## src/rtl/act_quant_pkg.sv

```systemverilog
// Shared defaults, types and int8 limits for the activation quantizer.
package act_quant_pkg;

    localparam int ACC_W_DEFAULT   = 24;
    localparam int FRAC_W_DEFAULT  = 10;
    localparam int VEC_LEN_DEFAULT = 16;

    typedef logic [2:0]        scale_t;
    typedef logic signed [7:0] q8_t;

    typedef enum logic [1:0] {
        COLLECT,
        SCALE,
        EMIT
    } state_t;

    localparam q8_t Q8_MAX = q8_t'(127);
    localparam q8_t Q8_MIN = q8_t'(-128);

endpackage

```

## src/rtl/act_quant_round_sat.sv

```systemverilog
// Combinational round-half-up arithmetic right shift of one accumulator word,
// saturated to int8; sat flags a clamped result.
module act_quant_round_sat
    import act_quant_pkg::*;
#(
    parameter int ACC_W = ACC_W_DEFAULT,
    parameter int SH_W  = 4
) (
    input  logic signed [ACC_W-1:0] a,
    input  logic        [SH_W-1:0]  sh,
    output q8_t                     q,
    output logic                    sat
);

    localparam int EW = ACC_W + 1;
    localparam logic signed [EW-1:0] HI = EW'(Q8_MAX);
    localparam logic signed [EW-1:0] LO = EW'(Q8_MIN);

    logic signed [EW-1:0] bias;
    logic signed [EW-1:0] sum;
    logic signed [EW-1:0] shifted;

    always_comb begin
        bias = '0;
        if (sh != '0) begin
            bias = EW'(1) << (sh - SH_W'(1));
        end
        // One guard bit above the accumulator keeps a + bias from wrapping.
        sum     = EW'(a) + bias;
        shifted = sum >>> sh;
        q       = shifted[7:0];
        sat     = 1'b0;
        if (shifted > HI) begin
            q   = Q8_MAX;
            sat = 1'b1;
        end else if (shifted < LO) begin
            q   = Q8_MIN;
            sat = 1'b1;
        end
    end

endmodule

```

## src/rtl/act_quant_tx.sv

```systemverilog
// Dynamic power-of-two activation quantizer: buffers one vector, picks a shared
// scale, then streams int8 + scale. ACTQ_SCALE_OVERRIDE_EN adds a forced-scale port pair.
module act_quant_tx
    import act_quant_pkg::*;
#(
    parameter int ACC_W   = ACC_W_DEFAULT,
    parameter int FRAC_W  = FRAC_W_DEFAULT,
    parameter int VEC_LEN = VEC_LEN_DEFAULT
) (
    input  logic                    clk,
    input  logic                    rst_n,
`ifdef ACTQ_SCALE_OVERRIDE_EN
    input  logic                    cfg_override,
    input  logic [2:0]              cfg_scale,
`endif
    input  logic                    in_valid,
    output logic                    in_ready,
    input  logic signed [ACC_W-1:0] in_data,
    output logic                    out_valid,
    input  logic                    out_ready,
    output logic signed [7:0]       out_data,
    output logic [2:0]              out_scale,
    output logic                    out_last,
    output logic                    sat_flag
);

    localparam int CNT_W = $clog2(VEC_LEN);
    localparam int SH_W  = $clog2(FRAC_W + 1);
    localparam int BW    = ((ACC_W > FRAC_W + 8) ? ACC_W : FRAC_W + 8) + 2;
    localparam logic [CNT_W-1:0] LAST_IDX  = CNT_W'(VEC_LEN - 1);
    localparam logic [ACC_W-1:0] MAG_LIMIT = ACC_W'(Q8_MAX);

    state_t                  state_q, state_d;
    logic [CNT_W-1:0]        cnt_q, cnt_d;
    logic signed [ACC_W-1:0] max_val_q, max_val_d;
    logic signed [ACC_W-1:0] min_val_q, min_val_d;
    scale_t                  sel_scale_q, sel_scale_d;
    logic                    sat_q, sat_d;
    logic signed [ACC_W-1:0] buf_q [VEC_LEN];

    logic                    in_fire, out_fire, is_last;
    logic [ACC_W-1:0]        min_mag, max_abs;
    scale_t                  auto_scale, pick_scale;
    logic [SH_W-1:0]         pick_sh, emit_sh;
    logic signed [BW-1:0]    half_w, lim_w, hi_sum, lo_sum;
    logic                    sat_pick;
    logic signed [ACC_W-1:0] emit_a;
    q8_t                     emit_q;
    logic                    emit_sat;

    assign in_ready  = (state_q == COLLECT);
    assign out_valid = (state_q == EMIT);
    assign in_fire   = in_valid & in_ready;
    assign out_fire  = out_valid & out_ready;
    assign is_last   = (cnt_q == LAST_IDX);

    // Signed max/min are tracked so the saturation test keeps the sign;
    // the most negative word negates to 2^(ACC_W-1) without wrapping as unsigned.
    assign min_mag = $unsigned(-min_val_q);
    assign max_abs = ($unsigned(max_val_q) > min_mag) ? $unsigned(max_val_q) : min_mag;

    always_comb begin
        auto_scale = '0;
        for (int s = 0; s < 8; s++) begin
            if ((max_abs >> (FRAC_W - s)) <= MAG_LIMIT) begin
                auto_scale = scale_t'(s);
            end
        end
    end

`ifdef ACTQ_SCALE_OVERRIDE_EN
    assign pick_scale = cfg_override ? scale_t'(cfg_scale) : auto_scale;
`else
    assign pick_scale = auto_scale;
`endif

    assign pick_sh = SH_W'(FRAC_W) - SH_W'(pick_scale);
    assign emit_sh = SH_W'(FRAC_W) - SH_W'(sel_scale_q);

    // Rounding is monotonic, so only the extremes need testing against the bound.
    always_comb begin
        half_w = '0;
        if (pick_sh != '0) begin
            half_w = BW'(1) << (pick_sh - SH_W'(1));
        end
        lim_w    = BW'(-int'(Q8_MIN)) << pick_sh;
        hi_sum   = BW'(max_val_q) + half_w;
        lo_sum   = BW'(min_val_q) + half_w;
        sat_pick = (hi_sum >= lim_w) || (lo_sum < -lim_w);
    end

    always_comb begin
        state_d     = state_q;
        cnt_d       = cnt_q;
        max_val_d   = max_val_q;
        min_val_d   = min_val_q;
        sel_scale_d = sel_scale_q;
        sat_d       = sat_q;
        case (state_q)
            COLLECT: begin
                if (in_fire) begin
                    if (in_data > max_val_q) max_val_d = in_data;
                    if (in_data < min_val_q) min_val_d = in_data;
                    if (is_last) begin
                        cnt_d   = '0;
                        state_d = SCALE;
                    end else begin
                        cnt_d = cnt_q + CNT_W'(1);
                    end
                end
            end
            SCALE: begin
                sel_scale_d = pick_scale;
                sat_d       = sat_pick;
                state_d     = EMIT;
            end
            EMIT: begin
                if (out_fire) begin
                    if (is_last) begin
                        state_d   = COLLECT;
                        cnt_d     = '0;
                        max_val_d = '0;
                        min_val_d = '0;
                    end else begin
                        cnt_d = cnt_q + CNT_W'(1);
                    end
                end
            end
            default: state_d = COLLECT;
        endcase
    end

    always_ff @(posedge clk) begin
        if (!rst_n) begin
            state_q     <= COLLECT;
            cnt_q       <= '0;
            max_val_q   <= '0;
            min_val_q   <= '0;
            sel_scale_q <= '0;
            sat_q       <= 1'b0;
        end else begin
            state_q     <= state_d;
            cnt_q       <= cnt_d;
            max_val_q   <= max_val_d;
            min_val_q   <= min_val_d;
            sel_scale_q <= sel_scale_d;
            sat_q       <= sat_d;
        end
    end

    always_ff @(posedge clk) begin
        if (in_fire) begin
            buf_q[cnt_q] <= in_data;
        end
    end

    assign emit_a = buf_q[cnt_q];

    act_quant_round_sat #(
        .ACC_W (ACC_W),
        .SH_W  (SH_W)
    ) u_round_sat (
        .a   (emit_a),
        .sh  (emit_sh),
        .q   (emit_q),
        .sat (emit_sat)
    );

    // Outputs are forced to zero outside EMIT so they read as reset values.
    // The live per-element flag is already implied by sat_q.
    assign out_data  = out_valid ? emit_q : '0;
    assign out_scale = out_valid ? sel_scale_q : '0;
    assign out_last  = out_valid & is_last;
    assign sat_flag  = out_valid & (sat_q | emit_sat);

endmodule
```

## config.mk

```make
export PLATFORM = sky130hd
export DESIGN_NAME = act_quant_tx
export DESIGN_NICKNAME = d
export VERILOG_FILES = /design/src/rtl/act_quant_pkg.sv /design/src/rtl/act_quant_round_sat.sv /design/src/rtl/act_quant_tx.sv
export SDC_FILE = /design/constraint.sdc
export NUM_CORES = 1
export LEC_CHECK = 0
export BUFFER_PORTS_ARGS = -buffer_cell sky130_fd_sc_hd__buf_2
export CORE_ASPECT_RATIO = 0.5
export CORE_MARGIN = 5
export CORE_UTILIZATION = 35
export DETAILED_ROUTE_END_ITERATION = 8
export GPL_TIMING_DRIVEN = 0
export SLEW_MARGIN = 10
export SYNTH_ARGS = -nofsm -noshare
export SYNTH_HDL_FRONTEND = slang
export SYNTH_SLANG_ARGS = --single-unit
```

## constraint.sdc

```tcl
create_clock -name clk -period 14.1 [get_ports clk]
set_input_delay 2.82 -clock clk [delete_from_list [all_inputs] [get_ports clk]]
set_output_delay 2.82 -clock clk [all_outputs]
set_load 0.05 [all_outputs]
```

[Yosys cells after proc, flatten, opt, wreduce, memory -nomap -nowiden]
Memories as Yosys holds them, arrays and structs flattened. A register that Yosys moved wholly into a read port is not among the register bits.
Cells that the tools add are included.
Cells by class
  shift operators: 4
  add/subtract/negate cells: 10
  bitwise gates (word level): 5
  magnitude comparators: 14
  reductions and logical operators: 9
  div/mod/pow operators: 0
  equality and inequality tests: 9
  multiply operators: 0
  mux-type cells: 37
Operator list (number)
  two-way mux 24 bit: 7
  one-hot mux 24 bit (2 select lines): 2
  adder 24 x 26 -> 26 bit: 2
  greater-than comparator 24 bit: 2
  >= comparator 26 bit: 1
  < comparator 26 bit: 1
  two-way mux 26 bit: 1
  negator 26 bit: 1
  << shifter 1 x 4 -> 26 bit, first input constant: 1
  << shifter 8 x 4 -> 26 bit, first input constant: 1
  adder 24 x 25 -> 25 bit: 1
  greater-than comparator 25 x 8 -> 1 bit, second input constant: 1
  < comparator 25 x 8 -> 1 bit, second input constant: 1
  two-way mux 25 bit: 1
  << shifter 1 x 4 -> 25 bit, first input constant: 1
  >>> shifter 25 x 4 -> 25 bit: 1
  < comparator 24 bit: 1
  two-way mux 8 bit: 3
  negator 24 bit: 1
  less-or-equal comparator 21 x 7 -> 1 bit, second input constant: 1
  less-or-equal comparator 20 x 7 -> 1 bit, second input constant: 1
  two-way mux 4 bit: 5
  less-or-equal comparator 19 x 7 -> 1 bit, second input constant: 1
  less-or-equal comparator 18 x 7 -> 1 bit, second input constant: 1
  other kinds (24): 49
Word-level totals
  output and inout bits: 15
  bits in latches: 0
  logic and storage cells: 95
  bits in read-only memories: 0
  flip-flop bits (word level): 58
  memories: 1
  RAM bits: 384
Memory list
  buf_q: depth 16, width 24, rd ports 1, clocked after Yosys merged registers in 1, write ports 1, line act_quant_tx.sv:39  | logic signed [ACC_W-1:0] buf_q [VEC_LEN];

[Longest topological paths before layout]
Gate-level depths: netlist of run 1.
  depth in word-level cells: 18
  mapped depth: 52
  depth with buffers taken out: 49

[By module]
From an unflattened synthesis of run 1, not the netlist that was laid out.
Second synthesis, totals
  cells, all modules: 2073
  area total of the unflattened synthesis: 26058.7 sq um
By module, submodules not included
  act_quant_tx: area each 22549.1 sq um, instances 1, seq. area each 12772.2 sq um, cells each 1560
  act_quant_round_sat: area each 3509.6 sq um, instances 1, seq. area each 0.0 sq um, cells each 513

[Worst setup path after synthesis of run 1]
No wires, ideal clock.
  kind: reg-to-output
  start: reg (tool-made name)
  end: out out_data[3]
  stages on the path, launching flop included: 24
  slack: 2.357 ns
  arrival: 8.923 ns
  buffers on the path: 5
  path through: dfxtp_1 -> buf_2 -> buf_2 -> buf_2 -> clkbuf_1 -> buf_1 -> mux4_2 -> mux4_2 -> ha_1 -> fa_1 -> a21oi_1 -> o21bai_1 -> a21oi_1 -> o311ai_0 -> a31oi_1 -> o21ai_0 -> a31o_2 -> or4_1 -> o41ai_1 -> o22a_1 -> and4b_1 -> o2111a_1 -> and3_1 -> a2111oi_0
RTL lines
  end, declared: line act_quant_tx.sv:21  | output logic signed [7:0] out_data,

[Worst setup path after layout of run 1]
  start: reg min_val_q[2]
  end: reg sat_q
On the way
  word-level cells in the longest chain between the ends: 18
Ends and longest elaborated chain
  start, declared: line act_quant_tx.sv:36  | logic signed [ACC_W-1:0] min_val_q, min_val_d;
  start signal, assigned: line act_quant_tx.sv:145  | min_val_q <= min_val_d;
  negator 24 bit (*): line act_quant_tx.sv:59  | assign min_mag = $unsigned(-min_val_q);
  greater-than comparator 24 bit: line act_quant_tx.sv:60  | assign max_abs = ($unsigned(max_val_q) > min_mag) ? $unsigned(max_val_q) : min_mag;
  two-way mux 24 bit (*): line act_quant_tx.sv:60
  less-or-equal comparator 15 x 7 -> 1 bit: line act_quant_tx.sv:65  | if ((max_abs >> (FRAC_W - s)) <= MAG_LIMIT) begin
  two-way mux 1 bit: line act_quant_tx.sv:65
  two-way mux 2 bit (2 in a row): line act_quant_tx.sv:65
  two-way mux 3 bit (3 in a row): line act_quant_tx.sv:65
  two-way mux 3 bit (*): line act_quant_tx.sv:65
  via auto_scale[0]: line act_quant_tx.sv:43  | scale_t auto_scale, pick_scale;
  subtractor 4 x 3 -> 4 bit (*): line act_quant_tx.sv:77  | assign pick_sh = SH_W'(FRAC_W) - SH_W'(pick_scale);
  subtractor 4 x 1 -> 4 bit: line act_quant_tx.sv:84  | half_w = BW'(1) << (pick_sh - SH_W'(1));
  << shifter 1 x 4 -> 26 bit: line act_quant_tx.sv:84
  two-way mux 26 bit: line act_quant_tx.sv:83  | if (pick_sh != '0) begin
  adder 24 x 26 -> 26 bit, on equally long branches: line act_quant_tx.sv:87, act_quant_tx.sv:88
  >= comparator 26 bit / < comparator 26 bit (equally long branches): line act_quant_tx.sv:89  | sat_pick = (hi_sum >= lim_w) || (lo_sum < -lim_w);
  logical OR 1 bit (*): line act_quant_tx.sv:89
  end signal, assigned: line act_quant_tx.sv:147  | sat_q <= sat_d;
  end, declared: line act_quant_tx.sv:38  | logic sat_q, sat_d;
The timed path passes the listed nets; every way through them passes the cells marked *.
A chain may end at the register's enable or synchronous reset.

==> results of run 1 <==
[cells in the mapped netlist, drive strengths merged, types with 22 or more instances]
cell type  number
o21ai          74
nor2          103
clkbuf         84
a21o           35
a21oi         105
nor2b          40
o21a           31
nand4          23
nand3          60
xnor2          49
a211oi         26
nand2         153
edfxtp        384
and2           39
nand2b         31
mux4          121
nor3           50
inv            85
ha            166
dfxtp          62
mux2i          60
buf            22
[cells by family after synthesis]
logic type	Yosys count	share of synthesized area
AOI/OAI and AO/OA	415	0.114
xor gates and xnor gates	65	0.0225
adders and majority gates	169	0.0838
buffers and inverters	191	0.0300
DFF	446	0.506
muxes	185	0.133
and+or+nand+nor	562	0.111
[per-stage QoR]
step	std cells	area [um^2]	power (mW)	utilization	worst slack [ns]
5_1_grt	3138	28500	3.31	0.400	0.369
3_5_place_dp	3056	27100	2.07	0.381	1.38
6_report	3138	28500	3.17	0.400	1.33
2_1_floorplan	2033	25300	1.90	-	2.36
4_1_cts	3137	28500	3.18	0.400	1.29
3_3_place_gp	3032	26700	2.06	0.374	1.34
[cell type report]
class / instances / area share
clock buffers: 55 / 0.0411
inverters: 85 / 0.0112
plain buffers: 106 / 0.0154
flip-flops and latches: 446 / 0.448
repair buffers: 65 / 0.0198
clock inverters: 26 / 0.00746
well taps: 958 / 0.0420
diodes: 1 / 0.0000877
multi-input cells: 1396 / 0.415
[layer usage]
metal / global-route usage / vias to the layer above / part of all wire
met1: 0.247 / 8569 / 0.46
met2: 0.294 / 458 / 0.47
li1: - / 8053 / -
met5: 0 / - / 0
met3: 0.0280 / 70 / 0.061
met4: 0.0402 / 0 / 0.019
[registers in the layout, summed over array words and instances, names as in the netlist, named ones only]
| name | flops |
|---|---|
| state_q | 2 |
| cnt_q | 4 |
| buf_q | 384 |
| min_val_q | 24 |
| sel_scale_q | 3 |
| max_val_q | 24 |
| sat_q | 1 |
[cells in the final DEF, fill, tap and decap left out, types with 8 or more instances in the layout]
cell / count
sky130_fd_sc_hd__nor3_1: 46
sky130_fd_sc_hd__nand4_1: 23
sky130_fd_sc_hd__o31ai_1: 12
sky130_fd_sc_hd__nand2_1: 152
sky130_fd_sc_hd__mux4_2: 121
sky130_fd_sc_hd__a21boi_0: 15
sky130_fd_sc_hd__nor4_1: 10
sky130_fd_sc_hd__o21ai_0: 68
sky130_fd_sc_hd__dfxtp_1: 62
sky130_fd_sc_hd__a31oi_1: 16
sky130_fd_sc_hd__clkinv_1: 12
sky130_fd_sc_hd__nand3_1: 59
sky130_fd_sc_hd__nor2_4: 11
sky130_fd_sc_hd__clkinv_2: 8
sky130_fd_sc_hd__clkbuf_16: 45
sky130_fd_sc_hd__buf_1: 12
sky130_fd_sc_hd__edfxtp_1: 384
sky130_fd_sc_hd__a21o_1: 35
sky130_fd_sc_hd__o31a_1: 8
sky130_fd_sc_hd__a21oi_1: 104
sky130_fd_sc_hd__o21a_1: 30
sky130_fd_sc_hd__and3_1: 20
sky130_fd_sc_hd__nor2_1: 92
sky130_fd_sc_hd__buf_4: 12
sky130_fd_sc_hd__mux2i_1: 60
sky130_fd_sc_hd__inv_1: 83
sky130_fd_sc_hd__a211oi_1: 26
sky130_fd_sc_hd__buf_12: 8
sky130_fd_sc_hd__o211ai_1: 20
sky130_fd_sc_hd__xor2_1: 16
sky130_fd_sc_hd__buf_2: 47
sky130_fd_sc_hd__ha_1: 166
sky130_fd_sc_hd__xnor2_1: 49
sky130_fd_sc_hd__or3_1: 10
sky130_fd_sc_hd__and2_1: 38
sky130_fd_sc_hd__nor2b_1: 40
sky130_fd_sc_hd__clkbuf_1: 91
sky130_fd_sc_hd__nand2b_1: 31
[critical path: cells and delay by family (launching register included)]
family          cells  cell delay (ns)
buf+inv             5             1.30
compound gates     19             4.46
flops               1             0.30
fa+ha+maj           4             1.09
xor+xnor            2             0.24
simple gates       16             5.17
[worst max-delay path by stage]
stage                  from          end  slack (ns)  cells after the start
5_1_grt        min_val_q[2]        sat_q        0.37                     48
3_3_place_gp   min_val_q[2]        sat_q        1.34                     47
4_1_cts        min_val_q[2]        sat_q        1.29                     47
6_report       min_val_q[2]        sat_q        1.33                     46
3_5_place_dp   min_val_q[2]        sat_q        1.38                     47
2_1_floorplan          flop  out_data[3]        2.36                     23
[report_power, final]
| part | internal, mW | switching, mW | leakage [nW] |
|---|---|---|---|
| combinational | 0.236 | 0.333 | 5.30 |
| sequential | 1.45 | 0.0201 | 3.97 |
| clock | 0.618 | 0.507 | 0.678 |
==> results.md, run 1 <==
* TritonCTS clock tree: yes
* Number of buffers on the longest clock path at 3
* Clk Latency, worst-skew pair at around 0.6 ns
* Total die area at 78,000 um^2
* Endpoint required time on the critical path at 14.53 ns
* R2R depth at 46
* Storage element area at 12,800 um^2
* Total of flip-flops plus latches after synthesis at 446
* Setup repair after global routing missed its margin: no
* Number of synthesis warnings at 0
* Depth of the CTS H-tree at 2
* Worst Setup End Kind: flop
* R2r setup slk at between 1 and 1.5 ns
* Maximum Capacitance Violations at 0
* Total clock buffers created by CTS at 45
* Number of global-route vias before repair at 17,000
* Final clock skew at 0.0415 ns
* Cell area after synthesis at 25,300 um^2
* Worst slew margin relative to its limit at 0.208
* Top Ports at 43
* Leakage dissipation at about 9.9 nW
* Total of buffers placed on input and output ports at 41
* Maximum number of pins on one net before global-route repair at 21
* Async SR Flop Fraction at 0
* PostCTS Resize Cnt at 0
* Period utilization at 0.906
* Result of the run: completed
* Worst stage delay on the critical path at between 0.7 and 0.8 ns
* Final GP Congestion at ~0.9
* Clock root cell: sky130_fd_sc_hd__clkbuf_16
* Ranking of synthesized cells by area: sky130_fd_sc_hd__edfxtp_1, sky130_fd_sc_hd__mux4_2, sky130_fd_sc_hd__ha_1
* Total DRC errors in the routed layout at 0
* Share of post-route cells with drive strength above 1 at 0.144
* Largest voltage drop on the vdd net at 0.0000820 V
* Nets in the synthesized netlist at 2,228
* First-pass DRT Iterations at 6
* Slowest-stage cell, CP: sky130_fd_sc_hd__nor3_1
* Final-report max-slew violation count at 0
* DRC violation total after the first TritonRoute iteration at about 1,600
* Row count at 69
* Hpwl dp at 51.3 mm
* Count of nets left with antenna violations after detail routing at 0
* Total Wirelength at 69.6 mm
* Nets at 2,340
* Final worst path period need at between 10 and 15 ns
* Flip-flop cell with the highest count after synthesis: sky130_fd_sc_hd__edfxtp_1
* Sum Neg Setup Slack at 0 ns
* Post-CTS Hold Fix Bufs at 0
* Overall die height at roughly 200 um
* Hold/Removal Path Class: reg2reg
* Post-detailed-route wirelength per cell at between 20 and 25 um
* Starting Density at 0.355
* Post-synthesis sequential area ratio at 0.506
* Vias after detailed routing at 17,200
* Number of antenna violations at the first check in global routing at 4
* Area occupied by multi-input gates at 11,800 um^2
* Hold endpoint: min_val_q[23]
* Overflow left after global routing at 0
* Most area-hungry cell type in the Yosys netlist: sky130_fd_sc_hd__edfxtp_1
* Horizontal die dimension at 390 um
* Wire length of the first global-routing pass at 106 mm
* Slew at the pin with the worst max-slew slack at 1.19 ns
* Final-report hold violation count at 0
* Final count of negative-setup-slack endpoints at 0
* Power density cells at 111 nW/um^2
* Filler Cell Count at roughly 6,700
* Kind of critical path: reg2reg
* Proportion of netlist area held by the largest area contributor at 0.456
* Fmax at 78.3 MHz
* Startpoint types: flop
* Overall track demand over capacity in global routing at 0.177
* Peak fanout along the critical path at 10
* Worst hold slack at 0.550 ns
* Post-synth cell types at 95
* Min-delay src: min_val_q[23]
* Clk slew on worst S/H paths at 0.06 ns
* Post-CTS setup repair buffer count at 0
* Number of synthesized flops with an enable pin at 384
* R2R Path End: sat_q
* Core outline area at a little over 70,000 um^2
* Worst hold path stage count at 2
* Endpoint arrival time on the critical path at around 13 ns
* Startpoint of the most critical register-to-register path: min_val_q[2]
* Instance count of the mapped netlist at 2,033
* Syn-to-layout area delta at 12.9%
* Average footprint of a synthesized cell at 12.4 um^2
* CTS Sinks at around 450
* Vias per inst at 5.47
(Power assumes the default switching activity.)
==> inputs of run 2 (changes only) <==
clock period = 11.2 ns   (was 14.1 ns; I/O delays follow)
==> run 2 against run 1 <==
  * Flip-flop and latch count unchanged
  * Critical path depth rose by 1
  * Total power grew 27%
  * Register-to-register slack worse by 0.80 ns
  * Utilization is 0.37 points higher
==> results.md, run 2 (same netlist as run 1, synthesis figures left out) <==
* Worst slew margin relative to its limit at 0.230 (+0.0212)
* Hpwl dp at 51.3 mm (unchanged)
* DRC violation total after the first TritonRoute iteration at 1,413 (-11%)
* Min setup slack post-route at 0.524 ns (-0.804 ns)
* Clock root cell: sky130_fd_sc_hd__clkbuf_16
* Total DRC errors in the routed layout at 0 (unchanged)
* Maximum Capacitance Violations at 0 (unchanged)
* Number of global-route vias before repair at 17,100 (+0.28%)
* Worst Setup End Kind: flop
* Total clock buffers created by CTS at 45 (unchanged)
* Highest-count cells in the layout ignoring fill and taps: sky130_fd_sc_hd__edfxtp_1, sky130_fd_sc_hd__ha_1, sky130_fd_sc_hd__nand2_1
* Starting Density at 0.355 (unchanged)
* Final count of negative-setup-slack endpoints at 0 (unchanged)
* Fmax at 93.7 MHz (+20%)
* Clk Latency, worst-skew pair at 0.60 ns (about the same)
* Endpoint arrival time on the critical path at 11.10 ns (-2.10 ns)
* Count of nets left with antenna violations after detail routing at 0 (unchanged)
* First-pass DRT Iterations at 5 (-1)
* Nets at 2,344 (+0.17%)
* Core outline area at 71,200 um^2 (unchanged)
* Clk slew on worst S/H paths at 0.06 ns (about the same)
* Vias after detailed routing at 17,100 (-0.023%)
* Leakage dissipation at 10.1 nW (+1.2%)
* Setup repair after global routing missed its margin: yes
* Largest voltage drop on the vdd net at 0.000103 V (+26%)
* Maximum number of pins on one net before global-route repair at 21 (unchanged)
* Flip-flop count of the largest register, all copies and words added at 384 (unchanged)
* Post-detailed-route wirelength per cell at 22.2 um (+0.10%)
* Total Wirelength at 69.7 mm (+0.26%)
* Startpoint types: flop
* Wire length of the first global-routing pass at 106 mm (unchanged)
* Most prevalent standard cell on the critical path: sky130_fd_sc_hd__ha_1
* Vias per inst at 5.46 (-0.18%)
* Result of the run: completed
* Row count at 69 (unchanged)
* Endpoint required time on the critical path at 11.63 ns (-2.90 ns)
* Number of antenna violations at the first check in global routing at 4 (unchanged)
* Peak fanout along the critical path at 11 (+1)
* Leading cell type in the layout, fill and taps excluded: sky130_fd_sc_hd__edfxtp_1
* Final clock skew at 0.0396 ns (-0.00189 ns)
* Period utilization at 0.953 (+0.0474)
* CTS Sinks at 446 (unchanged)
* Syn-to-layout area delta at 13.9%
* TritonCTS clock tree: yes
* Final-report max-slew violation count at 0 (unchanged)
* Overflow left after global routing at 0 (unchanged)
* Worst hold slack at 0.546 ns (-0.00341 ns)
* Post-CTS Hold Fix Bufs at 0 (unchanged)
* R2r setup slk at 0.52 ns (-0.80 ns)
* Register name with the most flops: buf_q
* Slowest-stage cell, CP: sky130_fd_sc_hd__or4_4
* Overall die height at 200 um (unchanged)
* Largest registers: buf_q: 384 flops, max_val_q: 24 flops, min_val_q: 24 flops
* Depth of the CTS H-tree at 2 (unchanged)
* Number of buffers on the longest clock path at 3 (unchanged)
* Final-report hold violation count at 0 (unchanged)
* Top Ports at 43 (unchanged)
* Final worst path period need at 10.68 ns (-2.10 ns)
* Overall track demand over capacity in global routing at 0.177 (about the same)
* Slew at the pin with the worst max-slew slack at 1.16 ns (-0.0318 ns)
* Hold/Removal Path Class: reg2reg
* Total of buffers placed on input and output ports at 41 (unchanged)
* Kind of critical path: reg2reg
* Worst stage delay on the critical path at 0.59 ns (-0.17 ns)
* Power density cells at 139 nW/um^2 (+25%)
* Final GP Congestion at 0.897 (unchanged)
* Worst setup timing slack at the placement stage at -1.52 ns (-2.90 ns)
* Total die area at 78,000 um^2 (unchanged)
* Horizontal die dimension at 390 um (unchanged)
* Share of post-route cells with drive strength above 1 at 0.165 (+0.0217)
[run 2: what timing repair did]
| item | 4_1_cts | 5_1_grt |
|---|---|---|
| setup endpoints to repair | 9 | 9 |
| resized for setup | 40 | 22 |
| pin swaps | 0 | 6 |
| buffers inserted | 0 | 7 |
[run 2: final timing paths]
path	startpoint	to	cells after the start
max	min_val_q[11]	sat_q	47
min	min_val_q[23]	min_val_q[23]	2
max reg2reg	min_val_q[11]	sat_q	47
min reg2reg	min_val_q[23]	min_val_q[23]	2
[run 2: worst max-delay path, delay by kind of cell (launching register included)]
family	cells	cell delay [ns]
AND/OR/NAND/NOR	19	4.17
adder cells (fa/ha/maj)	4	1.17
flip-flops	1	0.32
AO/OA/AOI/OAI	19	3.99
XOR/XNOR	2	0.23
buffers and inverters	3	0.62
[run 2: where the power goes]
group	internal, mW	switching [mW]
Clock	0.778	0.641
Combinational	0.308	0.428
Sequential	1.83	0.0255
Total	2.92	1.09
[run 2: layout make-up]
| class | count | area [um^2] |
|---|---|---|
| antenna | 2 | 5.00 |
| buffer | 103 | 489 |
| clock buffer | 55 | 1170 |
| clock inverter | 26 | 213 |
| fill | 6662 | 42400 |
| inverter | 85 | 319 |
| multi-input combinational | 1396 | 12000 |
| sequential | 446 | 12800 |
| tap | 958 | 1200 |
| timing repair buffer | 72 | 618 |
[run 2: per-layer routing]
metal  share of wire  vias up  routed length, um  track usage
li1                -     8060                  -            -
met1            0.45     8506              31600        0.246
met2            0.46      506              32200        0.294
met3           0.065       74               4560       0.0291
met4           0.019        0               1360       0.0402
met5               0        -                  0            0
[run 2: through the flow]
| step | TNS [ns] | utilization | instances | area [um^2] | power, mW |
|---|---|---|---|---|---|
| final | 0 | 0.404 | 3143 | 28800 | 4.01 |
| after global routing | -0.0841 | 0.404 | 3142 | 28800 | 4.19 |
| after floorplan | 0 | - | 2033 | 25300 | 2.39 |
| after CTS | 0 | 0.402 | 3134 | 28700 | 4.02 |
| after global placement | -1.71 | 0.374 | 3032 | 26700 | 2.59 |
| after detailed placement | -1.69 | 0.381 | 3056 | 27100 | 2.60 |
==> inputs of run 3 (changes only) <==
CORE_ASPECT_RATIO = unset   (was 0.5)
==> run 3 against run 2 <==
  * Clock power about the same
  * Final cell count decreased by 0.25%
  * Die area decreased by 0.42%
  * First-iteration DRC count decreased by 5.6%
  * Sequential share of layout area decreased by 0.16 points
  * Clock-buffer cell count decreased by 1
  * Routed wire length increased by 4.5%
  * Critical path depth decreased by 23
  * Register-to-register slack about the same
  * Worst setup slack got worse by 0.12 ns
  * Largest power group unchanged
==> results.md, run 3 (same netlist as run 1, synthesis figures left out) <==
* Result of the run: completed
* Maximum Capacitance Violations at 0 (unchanged)
* TritonCTS clock tree: yes
* Horizontal die dimension at 279 um (-29%)
* Combinational fraction of design power at 0.187 (+0.004)
* Final clock skew at 0.0207 ns (-0.0188 ns)
* Highest-count cells in the layout ignoring fill and taps: sky130_fd_sc_hd__edfxtp_1, sky130_fd_sc_hd__ha_1, sky130_fd_sc_hd__nand2_1
* Final GP Congestion at 0.982 (+9.5%)
* Number of global-route vias before repair at 17,900 (+4.7%)
* Number of antenna violations at the first check in global routing at 3 (-1)
* Family with the most delay on the worst path: compound AO/OA/AOI/OAI gates
* Clk Latency, worst-skew pair at 0.56 ns (-0.04 ns)
* Final worst path period need at 10.80 ns (+0.121 ns)
* Most prevalent standard cell on the critical path: sky130_fd_sc_hd__clkbuf_2
* Maximum number of pins on one net before global-route repair at 21 (unchanged)
* Flip-flop count of the largest register, all copies and words added at 384 (unchanged)
* Total Wirelength at 72.9 mm (+4.5%)
* Total die area at 77,700 um^2 (-0.42%)
* Cell count after placement at 3,048 (-0.26%)
* Kind of critical path: reg2out
* Vias after detailed routing at 17,700 (+3.0%)
* Syn-to-layout area delta at 14.3%
* Overall die height at 279 um (+39%)
* Worst setup timing slack at the placement stage at -2.08 ns (-0.569 ns)
* Buffers plus inverters on the worst setup path at 6 (+3)
* Power density cells at 140 nW/um^2 (+0.68%)
* Endpoint required time on the critical path at 8.96 ns (-2.67 ns)
* Final-report max-slew violation count at 0 (unchanged)
* Overflow left after global routing at 0 (unchanged)
* Core outline area at 71,500 um^2 (+0.37%)
* Post-detailed-route wirelength per cell at 23.2 um (+4.7%)
* Fmax at 92.6 MHz (-1.1%)
* Worst slew margin relative to its limit at 0.236 (+0.00612)
* DRC violation total after the first TritonRoute iteration at 1,334 (-5.6%)
* Crit-path cells: clkbuf_1 > clkbuf_1 > clkbuf_2 > clkbuf_2 > clkbuf_2 > mux4_2 > mux4_2 > ha_1 > fa_1 > a21oi_1 > o21bai_1 > a21oi_1 > o311ai_1 > a31oi_2 > o21ai_0 > a31o_2 > or4_1 > o41ai_1 > o22a_1 > mux2i_1 > nor3_1 > a31oi_1 > a2111oi_0 > buf_2
* First-pass DRT Iterations at 5 (unchanged)
* Final count of negative-setup-slack endpoints at 0 (unchanged)
* Worst Setup End Kind: output pin
* Starting Density at 0.353 (-0.00130)
* Power, Total at 4.05 mW (+1.0%)
* Worst stage delay on the critical path at 0.56 ns (-0.03 ns)
* Overall track demand over capacity in global routing at 0.183 (+0.00648)
* Sum Neg Setup Slack at 0 ns (unchanged)
* Register name with the most flops: buf_q
* Slowest-stage cell, CP: sky130_fd_sc_hd__mux4_2
* Slew at the pin with the worst max-slew slack at 1.15 ns (-0.00917 ns)
* Number of buffers on the longest clock path at 3 (unchanged)
* Startpoint types: flop
* Sequential power share at 0.458 (-0.005)
* Power Internal at 2.96 mW (+1.6%)
* R2r setup slk at 0.52 ns (about the same)
* Sw power at 1.09 mW (-0.41%)
* Endpoint arrival time on the critical path at 8.56 ns (-2.54 ns)
* Peak fanout along the critical path at 10 (-1)
* Row count at 98 (+42%)
* Wire length of the first global-routing pass at 110 mm (+4.6%)
* Post-CTS Hold Fix Bufs at 0 (unchanged)
* Utilization after layout at 0.404 (about the same)
* Min setup slack post-route at 0.403 ns (-0.121 ns)
* Count of nets left with antenna violations after detail routing at 0 (unchanged)
* CTS Sinks at 446 (unchanged)
* Nets at 2,344 (unchanged)
* Switching share of power at 0.269 (-0.00391)
* Total of buffers placed on input and output ports at 41 (unchanged)
* Hold/Removal Path Class: reg2reg
* Leakage dissipation at 10.1 nW (+0.47%)
* Top Ports at 43 (unchanged)
* Share of post-route cells with drive strength above 1 at 0.167 (+0.00130)
* Largest voltage drop on the vdd net at 0.0000891 V (-14%)
* Hpwl dp at 53.8 mm (+4.9%)
* Largest registers: buf_q: 384 flops, max_val_q: 24 flops, min_val_q: 24 flops
* Total clock buffers created by CTS at 43 (-4.4%)
* Period utilization at 0.964 (+0.0108)
* Vias per inst at 5.63 (+3.3%)
* Clock Power Share at 0.355 (about the same)
* Leading cell type in the layout, fill and taps excluded: sky130_fd_sc_hd__edfxtp_1
* Count of placed standard cells in the final layout, fillers left out at 3,135 (-0.25%)
* Total DRC errors in the routed layout at 0 (unchanged)
* Final-report hold violation count at 0 (unchanged)
* Depth of the CTS H-tree at 2 (unchanged)
* Clock root cell: sky130_fd_sc_hd__clkbuf_16
* Clk slew on worst S/H paths at 0.06 ns (about the same)
-- run 3: layer usage --
layer	share of wire	vias to the layer above	GRT usage	wire length, um
met3	0.055	105	0.0223	4000
met2	0.49	576	0.320	36000
met1	0.43	8912	0.245	31000
met4	0.025	0	0.0462	1810
li1	-	8069	-	-
met5	0	-	0	0
-- run 3: worst register-to-register path: cells and delay by family, from the launching register on --
kind / cells / cell delay, ns
simple gates: 17 / 4.46
compound gates: 17 / 3.29
fa+ha+maj: 4 / 1.14
buf+inv: 5 / 0.98
flops: 1 / 0.33
xor+xnor: 2 / 0.29
-- run 3: metrics by stage --
step / hold WS [ns] / area (um^2)
after floorplan: 0.470 / 25300
after global placement: 0.520 / 26700
after detailed placement: 0.529 / 27100
after CTS: 0.566 / 28700
after global routing: 0.592 / 28900
final: 0.567 / 28900
-- run 3: path summary, 6_finish.rpt --
check	end	start	depth (start not counted)
worst max-delay path	out_data[3]	flop	24
worst min-delay path	max_val_q[22]	max_val_q[22]	2
worst max register to register	sat_q	min_val_q[11]	45
worst min register to register	max_val_q[22]	max_val_q[22]	2
-- run 3: power by group through the flow --
stage	clock (mW)	combinational, mW	sequential [mW]
after detailed placement	0	0.723	1.89
after CTS	1.46	0.738	1.86
after global routing	1.54	0.835	1.86
after floorplan	0	0.514	1.88
final	1.44	0.756	1.86
after global placement	0	0.703	1.89
-- run 3: final cells by class --
| type | count | area (um^2) |
|---|---|---|
| antenna | 1 | 2.50 |
| buffer | 103 | 482 |
| clock buffer | 54 | 1140 |
| clock inverter | 26 | 244 |
| fill | 6691 | 42600 |
| inverter | 85 | 319 |
| multi-input combinational | 1396 | 12100 |
| sequential | 446 | 12800 |
| tap | 950 | 1190 |
| timing repair buffer | 74 | 657 |
-- run 3: what timing repair did --
item,CTS,global route
resized for setup,39,35
endpoints found under the setup margin,9,9
pin swaps,2,12
buffers inserted,0,9
